<file path="src/rtl/fpu_ss_pkg.sv">
// rtl/fpu_ss_pkg.sv - X interface types plus offloader table entry and FSM encoding
package fpu_ss_pkg;

  localparam int XIF_ID_WIDTH = 4;
  localparam int XIF_NUM_RS   = 3;

  typedef struct packed {
    logic [31:0]                       instr;
    logic [1:0]                        mode;
    logic [XIF_ID_WIDTH-1:0]           id;
    logic [XIF_NUM_RS-1:0][31:0]       rs;
    logic [XIF_NUM_RS-1:0]             rs_valid;
  } x_issue_req_t;

  typedef struct packed {
    logic accept;
    logic writeback;
  } x_issue_resp_t;

  typedef struct packed {
    logic [XIF_ID_WIDTH-1:0] id;
    logic                    commit_kill;
  } x_commit_t;

  typedef struct packed {
    logic [XIF_ID_WIDTH-1:0] id;
    logic [31:0]             data;
    logic [4:0]              rd;
    logic                    we;
    logic                    exc;
  } x_result_t;

  typedef struct packed {
    logic                    valid;
    logic [XIF_ID_WIDTH-1:0] id;
    logic [4:0]              rd;
    logic                    writeback;
  } offload_entry_t;

  typedef enum logic [1:0] {
    OFFLOAD_IDLE   = 2'd0,
    OFFLOAD_ISSUE  = 2'd1,
    OFFLOAD_COMMIT = 2'd2
  } offload_fsm_e;

endpackage

</file>
<file path="src/rtl/fpu_ss_offload_table.sv">
// rtl/fpu_ss_offload_table.sv - outstanding offload tracking: alloc, free by ID, CAM lookup, rd_busy
module fpu_ss_offload_table
  import fpu_ss_pkg::*;
#(
  parameter int NUM_OUTSTANDING = 4
) (
  input  logic                    clk_i,
  input  logic                    rst_ni,
  input  logic                    alloc,
  input  logic [XIF_ID_WIDTH-1:0] alloc_id,
  input  logic [4:0]              alloc_rd,
  input  logic                    alloc_writeback,
  input  logic                    kill_free,
  input  logic [XIF_ID_WIDTH-1:0] kill_id,
  input  logic                    lookup,
  input  logic [XIF_ID_WIDTH-1:0] lookup_id,
  output logic                    lookup_hit,
  output logic                    lookup_writeback,
  output logic                    full,
  output logic [31:0]             rd_busy
);

  localparam int CNT_W = $clog2(NUM_OUTSTANDING + 1);

  offload_entry_t               entries [NUM_OUTSTANDING];
  logic [NUM_OUTSTANDING-1:0]   hit_vec;
  logic [NUM_OUTSTANDING-1:0]   kill_vec;
  logic [NUM_OUTSTANDING-1:0]   wb_vec;
  logic [NUM_OUTSTANDING-1:0]   alloc_sel;
  logic [CNT_W-1:0]             count;
  logic                         found;
  logic                         alloc_do;
  logic                         res_free;
  logic                         kill_hit;

  always_comb begin
    hit_vec   = '0;
    kill_vec  = '0;
    wb_vec    = '0;
    alloc_sel = '0;
    found     = 1'b0;
    for (int i = 0; i < NUM_OUTSTANDING; i++) begin
      hit_vec[i]  = entries[i].valid && (entries[i].id == lookup_id);
      kill_vec[i] = entries[i].valid && (entries[i].id == kill_id);
      wb_vec[i]   = entries[i].writeback;
      if (!entries[i].valid && !found) begin
        alloc_sel[i] = 1'b1;
        found        = 1'b1;
      end
    end
  end

  assign lookup_hit       = |hit_vec;
  assign lookup_writeback = |(hit_vec & wb_vec);
  assign alloc_do         = alloc && found;
  assign res_free         = lookup && lookup_hit;
  assign kill_hit         = kill_free && (|kill_vec);
  assign full             = (count >= CNT_W'(NUM_OUTSTANDING));

  // Live IDs are unique, so a result-free and a kill-free never hit the same slot
  always_ff @(posedge clk_i or negedge rst_ni) begin
    if (!rst_ni) begin
      for (int i = 0; i < NUM_OUTSTANDING; i++) entries[i] <= '0;
      count <= '0;
    end else begin
      for (int i = 0; i < NUM_OUTSTANDING; i++) begin
        if (alloc_do && alloc_sel[i]) begin
          entries[i] <= '{valid: 1'b1, id: alloc_id, rd: alloc_rd, writeback: alloc_writeback};
        end else if ((lookup && hit_vec[i]) || (kill_free && kill_vec[i])) begin
          entries[i].valid <= 1'b0;
        end
      end
      count <= count + CNT_W'(alloc_do) - CNT_W'(res_free) - CNT_W'(kill_hit);
    end
  end

  always_comb begin
    rd_busy = '0;
    for (int i = 0; i < NUM_OUTSTANDING; i++) begin
      if (entries[i].valid && entries[i].writeback) rd_busy[entries[i].rd] = 1'b1;
    end
    rd_busy[0] = 1'b0;
  end

endmodule

</file>
<file path="src/rtl/fpu_ss_xif_offloader.sv">
// rtl/fpu_ss_xif_offloader.sv - core-side X interface initiator: issue, commit, result writeback
module fpu_ss_xif_offloader
  import fpu_ss_pkg::*;
#(
  parameter int X_ID_WIDTH      = XIF_ID_WIDTH,
  parameter int NUM_OUTSTANDING = 4
) (
  input  logic             clk_i,
  input  logic             rst_ni,
  input  logic             off_valid_i,
  output logic             off_ready_o,
  input  logic [31:0]      off_instr_i,
  input  logic [2:0][31:0] off_rs_i,
  input  logic [2:0]       off_rs_valid_i,
  input  logic [1:0]       off_mode_i,
  input  logic             off_kill_i,
  output logic             off_accept_o,
  output logic             off_illegal_o,
  output logic [31:0]      rd_busy_o,
  output logic             x_issue_valid_o,
  input  logic             x_issue_ready_i,
  output x_issue_req_t     x_issue_req_o,
  input  x_issue_resp_t    x_issue_resp_i,
  output logic             x_commit_valid_o,
  output x_commit_t        x_commit_o,
  input  logic             x_result_valid_i,
  output logic             x_result_ready_o,
  input  x_result_t        x_result_i,
  output logic             wb_we_o,
  output logic [4:0]       wb_rd_o,
  output logic [31:0]      wb_data_o,
  output logic             wb_exc_o,
  input  logic             wb_ready_i,
  output logic             err_unknown_id_o
);

  localparam logic [1:0] IDLE   = OFFLOAD_IDLE;
  localparam logic [1:0] ISSUE  = OFFLOAD_ISSUE;
  localparam logic [1:0] COMMIT = OFFLOAD_COMMIT;

  logic [1:0]            state;
  logic [X_ID_WIDTH-1:0] id_cnt;
  x_issue_req_t          req_q;
  logic                  kill_q;
  logic                  accept_q;
  logic                  issue_hs;
  logic                  result_hs;
  logic                  commit_kill;
  logic                  table_full;
  logic                  lookup_hit;
  logic                  lookup_writeback;

  assign issue_hs    = (state == ISSUE) && x_issue_ready_i;
  assign result_hs   = x_result_valid_i && wb_ready_i;
  assign commit_kill = kill_q || off_kill_i || !accept_q;

  always_ff @(posedge clk_i or negedge rst_ni) begin
    if (!rst_ni) begin
      state    <= IDLE;
      id_cnt   <= '0;
      req_q    <= '0;
      kill_q   <= 1'b0;
      accept_q <= 1'b0;
    end else begin
      case (state)
        IDLE: begin
          if (off_valid_i && off_ready_o) begin
            req_q.instr    <= off_instr_i;
            req_q.rs       <= off_rs_i;
            req_q.rs_valid <= off_rs_valid_i;
            req_q.mode     <= off_mode_i;
            req_q.id       <= id_cnt;
            kill_q         <= 1'b0;
            state          <= ISSUE;
          end
        end
        ISSUE: begin
          if (off_kill_i) kill_q <= 1'b1;
          if (x_issue_ready_i) begin
            id_cnt   <= id_cnt + 1'b1;
            accept_q <= x_issue_resp_i.accept;
            state    <= COMMIT;
          end
        end
        COMMIT:  state <= IDLE;
        default: state <= IDLE;
      endcase
    end
  end

  assign off_ready_o    = (state == IDLE) && !table_full;
  assign x_issue_valid_o = (state == ISSUE);
  assign x_issue_req_o   = req_q;
  assign off_accept_o    = issue_hs && x_issue_resp_i.accept;
  assign off_illegal_o   = issue_hs && !x_issue_resp_i.accept;

  assign x_commit_valid_o       = (state == COMMIT);
  assign x_commit_o.id          = req_q.id;
  assign x_commit_o.commit_kill = commit_kill;

  // Writeback is gated on the entry recorded at issue, not only on the result's own we
  assign x_result_ready_o = wb_ready_i;
  assign wb_we_o          = result_hs && lookup_hit && lookup_writeback && x_result_i.we
                            && (x_result_i.rd != 5'd0);
  assign wb_rd_o          = x_result_i.rd;
  assign wb_data_o        = x_result_i.data;
  assign wb_exc_o         = x_result_i.exc;
  assign err_unknown_id_o = result_hs && !lookup_hit;

  fpu_ss_offload_table #(
    .NUM_OUTSTANDING(NUM_OUTSTANDING)
  ) u_table (
    .clk_i           (clk_i),
    .rst_ni          (rst_ni),
    .alloc           (issue_hs && x_issue_resp_i.accept),
    .alloc_id        (req_q.id),
    .alloc_rd        (req_q.instr[11:7]),
    .alloc_writeback (x_issue_resp_i.writeback),
    .kill_free       ((state == COMMIT) && commit_kill && accept_q),
    .kill_id         (req_q.id),
    .lookup          (result_hs),
    .lookup_id       (x_result_i.id),
    .lookup_hit      (lookup_hit),
    .lookup_writeback(lookup_writeback),
    .full            (table_full),
    .rd_busy         (rd_busy_o)
  );

endmodule
</file>
<file path="config.mk">
export PLATFORM = sky130hd
export DESIGN_NAME = fpu_ss_xif_offloader
export DESIGN_NICKNAME = d
export VERILOG_FILES = /design/src/rtl/fpu_ss_pkg.sv /design/src/rtl/fpu_ss_offload_table.sv /design/src/rtl/fpu_ss_xif_offloader.sv
export SDC_FILE = /design/constraint.sdc
export NUM_CORES = 1
export LEC_CHECK = 0
export ABC_AREA = 1
export BUFFER_PORTS_ARGS = -buffer_cell sky130_fd_sc_hd__buf_4
export CAP_MARGIN = 25
export CORE_AREA = 2 2 156 158
export DETAILED_ROUTE_END_ITERATION = 10
export DIE_AREA = 0 0 158 160
export GPL_TIMING_DRIVEN = 0
export PLACE_DENSITY = 0.71
export SLEW_MARGIN = 5
export SYNTH_ARGS = -nofsm -noshare
export SYNTH_HDL_FRONTEND = slang
export SYNTH_SLANG_ARGS = --single-unit
</file>
<file path="constraint.sdc">
create_clock -name clk_i -period 2.6 [get_ports clk_i]
set_input_delay 0.26 -clock clk_i [delete_from_list [all_inputs] [get_ports clk_i]]
set_output_delay 0.26 -clock clk_i [all_outputs]
set_load 0.05 [all_outputs]
</file>
Word level (Yosys, flattened, before mapping)
Cells that the tools add are included.
{"block": "op_classes", "addsub": 4, "n_bitwise": 4, "mux": 33, "eq_ne": 13, "n_lt_le_gt_ge": 9, "reduce_logical": 75}
{"operator": "32-bit 2-to-1 mux", "n": 4}
{"operator": "32-bit bitwise OR", "n": 3}
{"operator": "1-bit logical AND", "n": 46}
{"operator": "4-bit == test", "n": 8}
{"operator": "5-bit by 6-bit less-than comparator with 1-bit output (second input constant)", "n": 4}
{"operator": "1-bit 2-to-1 mux", "n": 21}
{"operator": "1-bit demux with 5-bit select", "n": 4}
{"operator": "5-bit by 1-bit >= comparator with 1-bit output (second input constant)", "n": 4}
{"operator": "4-bit OR reduction", "n": 3}
{"operator": "2-bit nonzero test", "n": 5}
{"operator": "1-bit logical NOT", "n": 9}
{"operator": "1-bit logical OR", "n": 6}
{"operator": "2-bit AND reduction", "n": 3}
{"operator": "3-bit by 1-bit subtractor with 3-bit output", "n": 2}
{"operator": "5-bit nonzero test", "n": 1}
{"operator": "4-bit by 1-bit adder with 4-bit output (second input constant)", "n": 1}
{"operator": "4-bit AND", "n": 1}
{"operator": "2-bit 2-to-1 mux", "n": 2}
{"operator": "2-bit inequality test (second input constant)", "n": 2}
{"operator": "2-bit case mux with 2 select lines", "n": 1}
{"operator": "3-bit by 1-bit adder with 3-bit output", "n": 1}
{"operator": "3-bit >= comparator (second input constant)", "n": 1}
{"operator": "3-bit AND reduction", "n": 1}
{"operator": "2-bit by 1-bit == test with 1-bit output (second input constant)", "n": 1}
{"operator": "other kinds (4)", "n": 4}
{"block": "totals", "regBits": 192, "in_bits": 185, "out_inout_bits": 220}

Logic depth before layout (Yosys ltp)
{"block": "logic_depth", "depth_word": 13, "ltp_mapped": 14}

Modules after synthesis
Synthesis repeated with hierarchy kept, for this count alone.
{"block": "hier_totals", "cells_unflattened": 1236, "hier_area_um2": 9799.4}
{"module": "fpu_ss_xif_offloader", "area_per_inst_um2": 6094.6, "n_inst": 1, "seq_area_each_um2": 3628.5, "cells_each": 693}
{"module": "fpu_ss_offload_table", "area_per_inst_um2": 3704.8, "n_inst": 1, "seq_area_each_um2": 1176.1, "cells_each": 543}

Least setup slack after synthesis
OpenSTA, ideal clock, no wires.
{"block": "synth_timing", "path_kind": "reg2reg", "from": "reg req_q (netlist bit x_commit_o[1])", "to": "reg u_table.count[2]", "slack_ns": 0.071, "arrival_time_ns": 2.407, "n_path_buf": 0, "required_time_ns": 2.477, "path_stages_with_launch": 13, "period_less_slack_ns": 2.529, "path_cell_list": "dfrtp_1 > inv_1 > o21ai_0 > nor2_1 > nand3_1 > nand2_1 > nor2_1 > nor2_1 > fa_1 > ha_1 > inv_1 > ha_1 > xnor2_1"}
{"block": "synth_via", "elab_chain_cells": 5, "elab_cells_between_ends": 11, "classes_between": "add/sub: 1; eq/ne: 4; reduce/logical: 6"}
{"element": "from (decl)", "line_no": "fpu_ss_xif_offloader.sv:43", "text": "x_issue_req_t req_q;"}
{"element": "4-bit == test", "line_no": "fpu_ss_offload_table.sv:44", "text": "kill_vec[i] = entries[i].valid && (entries[i].id == kill_id);"}
{"element": "1-bit logical AND", "line_no": "fpu_ss_offload_table.sv:44"}
{"element": "4-bit OR reduction (*)", "line_no": "fpu_ss_offload_table.sv:57", "text": "assign kill_hit = kill_free && (|kill_vec);"}
{"element": "1-bit logical AND (*)", "line_no": "fpu_ss_offload_table.sv:57"}
{"element": "3-bit by 1-bit subtractor with 3-bit output (*)", "line_no": "fpu_ss_offload_table.sv:73", "text": "count <= count + CNT_W'(alloc_do) - CNT_W'(res_free) - CNT_W'(kill_hit);"}
{"element": "to (signal assigned)", "line_no": "fpu_ss_offload_table.sv:73"}
{"element": "to (decl)", "line_no": "fpu_ss_offload_table.sv:30", "text": "logic [CNT_W-1:0] count;"}
Mark *: on every way between the ends. The rest lies on a longest branch, timed or not.
A chain may end at the register's enable or synchronous reset.

Worst setup path after layout
{"block": "layout_timing", "from": "reg req_q (netlist bit x_commit_o[4])", "to": "reg u_table.count[2]"}
Same word-level chain as after synthesis.

==> flow_metrics.env <==
export IMPL_cts_root_buf="clkbuf_16"
export IMPL_pre_cts_slack_ns=0.106
export IMPL_route_detailed_drc=0
export IMPL_grt_pass1_vias=8992
export IMPL_syn_inst=1170
export IMPL_cp_start_kind="flip-flop"
export IMPL_cts_clk_slew_worst_paths_ns=0.08
export IMPL_clock_latency_ns=0.44
export IMPL_dr_first_iter_drc_count=628
export IMPL_syn_area_sq_um=9240
export IMPL_mostFrequentLayoutCell="nand2_1"
export IMPL_cp_arrival_ns=2.80
export IMPL_crit_path_max_fanout=9
export IMPL_ys_warn_count=0
export IMPL_drive_above_1_share=0.306
export IMPL_timing_fmax_ghz=0.409
export IMPL_async_flop_share=1.00
export IMPL_synth_edff_count=0
export IMPL_dieArea_sq_um=25300
export IMPL_dp_cells=1865
export IMPL_n_fill_cell=2251
export IMPL_diodes=0
export IMPL_area_sequential_sq_um=4810
export IMPL_ys_seq_elements=192
export IMPL_grt_antenna_before_repair=0
export IMPL_worstReg2RegStart="x_commit_o[4]"
export IMPL_final_cell_mix="nand2_1, buf_4, dfrtp_1"
export IMPL_clkPwrFrac=0.142
export IMPL_dr_total_vias=9168
export IMPL_clock_sinks=192
export IMPL_place_gp_congestion=0.968
export IMPL_min_from="off_rs_valid_i[2]"
export IMPL_path_class="reg2reg"
export IMPL_synth_mux_area_frac=0
export IMPL_nets=1768
export IMPL_powerDensity_nw_per_um2=1350
export IMPL_fin_crit_ns=2.45
export IMPL_portBuffers=370
export IMPL_path_cells="inv_1, o21ai_0, nor3_1, nand2_1, nand2_1, nor2_1, nor2_1, fa_1, inv_1, ha_1, ha_1, xnor2_1"
export IMPL_synth_xor_area_share=0.00663
export IMPL_finalCritPeriodShare=0.941
export IMPL_leakagePower_nw=7.15
export IMPL_rsz0062_at_grt="true"
export IMPL_final_util=0.554
export IMPL_swShare=0.526
export IMPL_area_delta_synth_final_pct=42.9
export IMPL_synth_top_cell_area_share=0.520
export IMPL_critPathTopFamily="adder cells"
export IMPL_grt_max_degree=103
export IMPL_fin_cells=1914
export IMPL_synth_top_family_by_area="simple AND/OR/NAND/NOR gates"
export IMPL_ys_seq_area_frac=0.520
export IMPL_synth_compound_area_share=0.0887
export IMPL_synth_main_ff_cell="dfrtp_1"
export IMPL_die_w_microns=158
export IMPL_comb_power_share=0.555
export IMPL_overflow=0
export IMPL_synth_largest_area_cell="dfrtp_1"
export IMPL_critPathSlowestCell="dfrtp_2"
export IMPL_die_height_microns=160
export IMPL_crit_buf_inv=2
export IMPL_setup_ws_ns=0.152
export IMPL_setup_tns_ns=0
export IMPL_synth_simple_area_share=0.281
export IMPL_num_rows=57
export IMPL_cts_buffers=17
export IMPL_share_seq_of_total_power=0.303
export IMPL_drv_slew=0
export IMPL_peakVddDrop_mv=1.09
export IMPL_cap_viol_max_count=0
export IMPL_hold_path_class="in2reg"
export IMPL_cts_htree_levels=4
export IMPL_critPathLaunch="x_commit_o[4]"
export IMPL_required_ns=2.95
export IMPL_drt_total_wl_microns=30400
export IMPL_p_switching_mw=9.34
export IMPL_p_int_mw=8.43
export IMPL_initial_utilization=0.388
export IMPL_dpl_hpwl_microns=23200
export IMPL_multi_input_area_sq_um=3570
export IMPL_synth_nets=1360
export IMPL_worstMarginPinSlew_ns=0.801
export IMPL_drt_vias_per_instance=4.79
export IMPL_grt_pass1_wl_microns=47800
export IMPL_outcome="completed"
export IMPL_crit_path_max_incr_delay_ns=0.46
export IMPL_postRouteAntennaNets=0
export IMPL_grt_usage=0.243
export IMPL_crit_path_end_kind="flip-flop"
export IMPL_ioPinCount=405
export IMPL_dr_pass1_iters=5
export IMPL_clk_path_buf_depth=2
export IMPL_slew_headroom=0.466
export IMPL_finalSetupViolations=0
export IMPL_synth_area_leaders="dfrtp_1, nand2_1, buf_4"
export IMPL_synth_cell_type_count=33
export IMPL_finClkSkew_ns=0.0119
export IMPL_cts_tree="built"
export IMPL_syn_area_per_cell_sq_um=7.90
export IMPL_hold_viol_final=0
export IMPL_synthAdderAreaFrac=0.00758
export IMPL_wire_per_inst_microns=15.9
export IMPL_core_sq_um=23800
## repair_timing
| item | CTS | global route |
|---|---|---|
| setup endpoints to repair | 0 | 7 |
| setup buffers | 0 | 1 |
| hold endpoints to repair | 117 | 0 |
| hold buffers | 17 | 0 |
| resized for setup | 0 | 6 |
## power by group through the flow
stage	Combinational, mW	Sequential (mW)	Clock [mW]
floorplan	3.18	8.74	0
detailed placement	9.85	5.37	0
CTS	9.88	5.37	2.56
finish	9.86	5.39	2.52
global placement	9.72	5.36	0
global route	10.5	5.56	2.68
## sequential cells by signal, indices dropped and copies added (netlist names)
register	flops
accept_q	1
id_cnt	4
u_table.count	3
kill_q	1
x_issue_req_o	133
x_commit_o	4
state	2
u_table.entries	44
## cells by family after synthesis
logic type,count (synthesis)
compound gates,134
buf+inv,181
other cells,1
flops,192
fa+ha+maj,5
simple gates,650
xor+xnor,7
## tightest hold or removal path, cell delays in order
cell and delay (ns):
buf_4 0.07, nand2_1 0.04, nand2_1 0.05
## metrics by stage
step           hold slack, ns  power [mW]  area (sq um)
3_5_place_dp            0.365        15.2         12500
3_3_place_gp            0.453        15.1         12400
6_report               0.0115        17.8         13200
4_1_cts              0.000771        17.8         13200
5_1_grt               0.00926        18.8         13200
2_1_floorplan         -0.0356        11.9          9240
## cell type report
class / count / share of cell area
sequential: 192 / 0.364
multi-input combinational: 797 / 0.270
timing repair buffer: 389 / 0.226
buffer: 85 / 0.0398
clock buffer: 18 / 0.0325
tap: 324 / 0.0307
inverter: 96 / 0.0273
clock inverter: 13 / 0.00928
## metal layers
layer  global-route usage  share of wire  vias up
met4               0.0950          0.034        0
met5                    0              0        -
li1                     -              -     4485
met3               0.0754          0.093       53
met2                0.405           0.49      373
met1                0.293           0.39     4257
## final timing paths
path | endpoint | slack (ns) | cells past startpoint
max in group asynchronous | x_issue_req_o[113] | 1.19 | 3
hold reg to reg | id_cnt[3] | 0.47 | 1
min in group asynchronous | x_issue_req_o[52] | 0.47 | 2
hold / removal | x_issue_req_o[2] | 0.01 | 3
setup / recovery | u_table.count[2] | 0.15 | 12
setup reg to reg | u_table.count[2] | 0.15 | 12
## synthesized netlist by cell type, types with 2 or more instances
master and number:
xnor2_1 4, inv_1 89, a22oi_1 12, nand2_1 520
ha_1 4, clkbuf_1 19, buf_2 19, a21oi_1 17
o21ai_1 47, nand4_1 8, nand3_1 41, o22ai_1 4
o21ai_0 23, nor3_2 4, buf_4 46, nor2_4 2
nor2_1 56, dfrtp_1 192, xor2_1 3, o221ai_1 26
nor3_1 16, inv_2 7
Power figures use the tool's default switching activity.
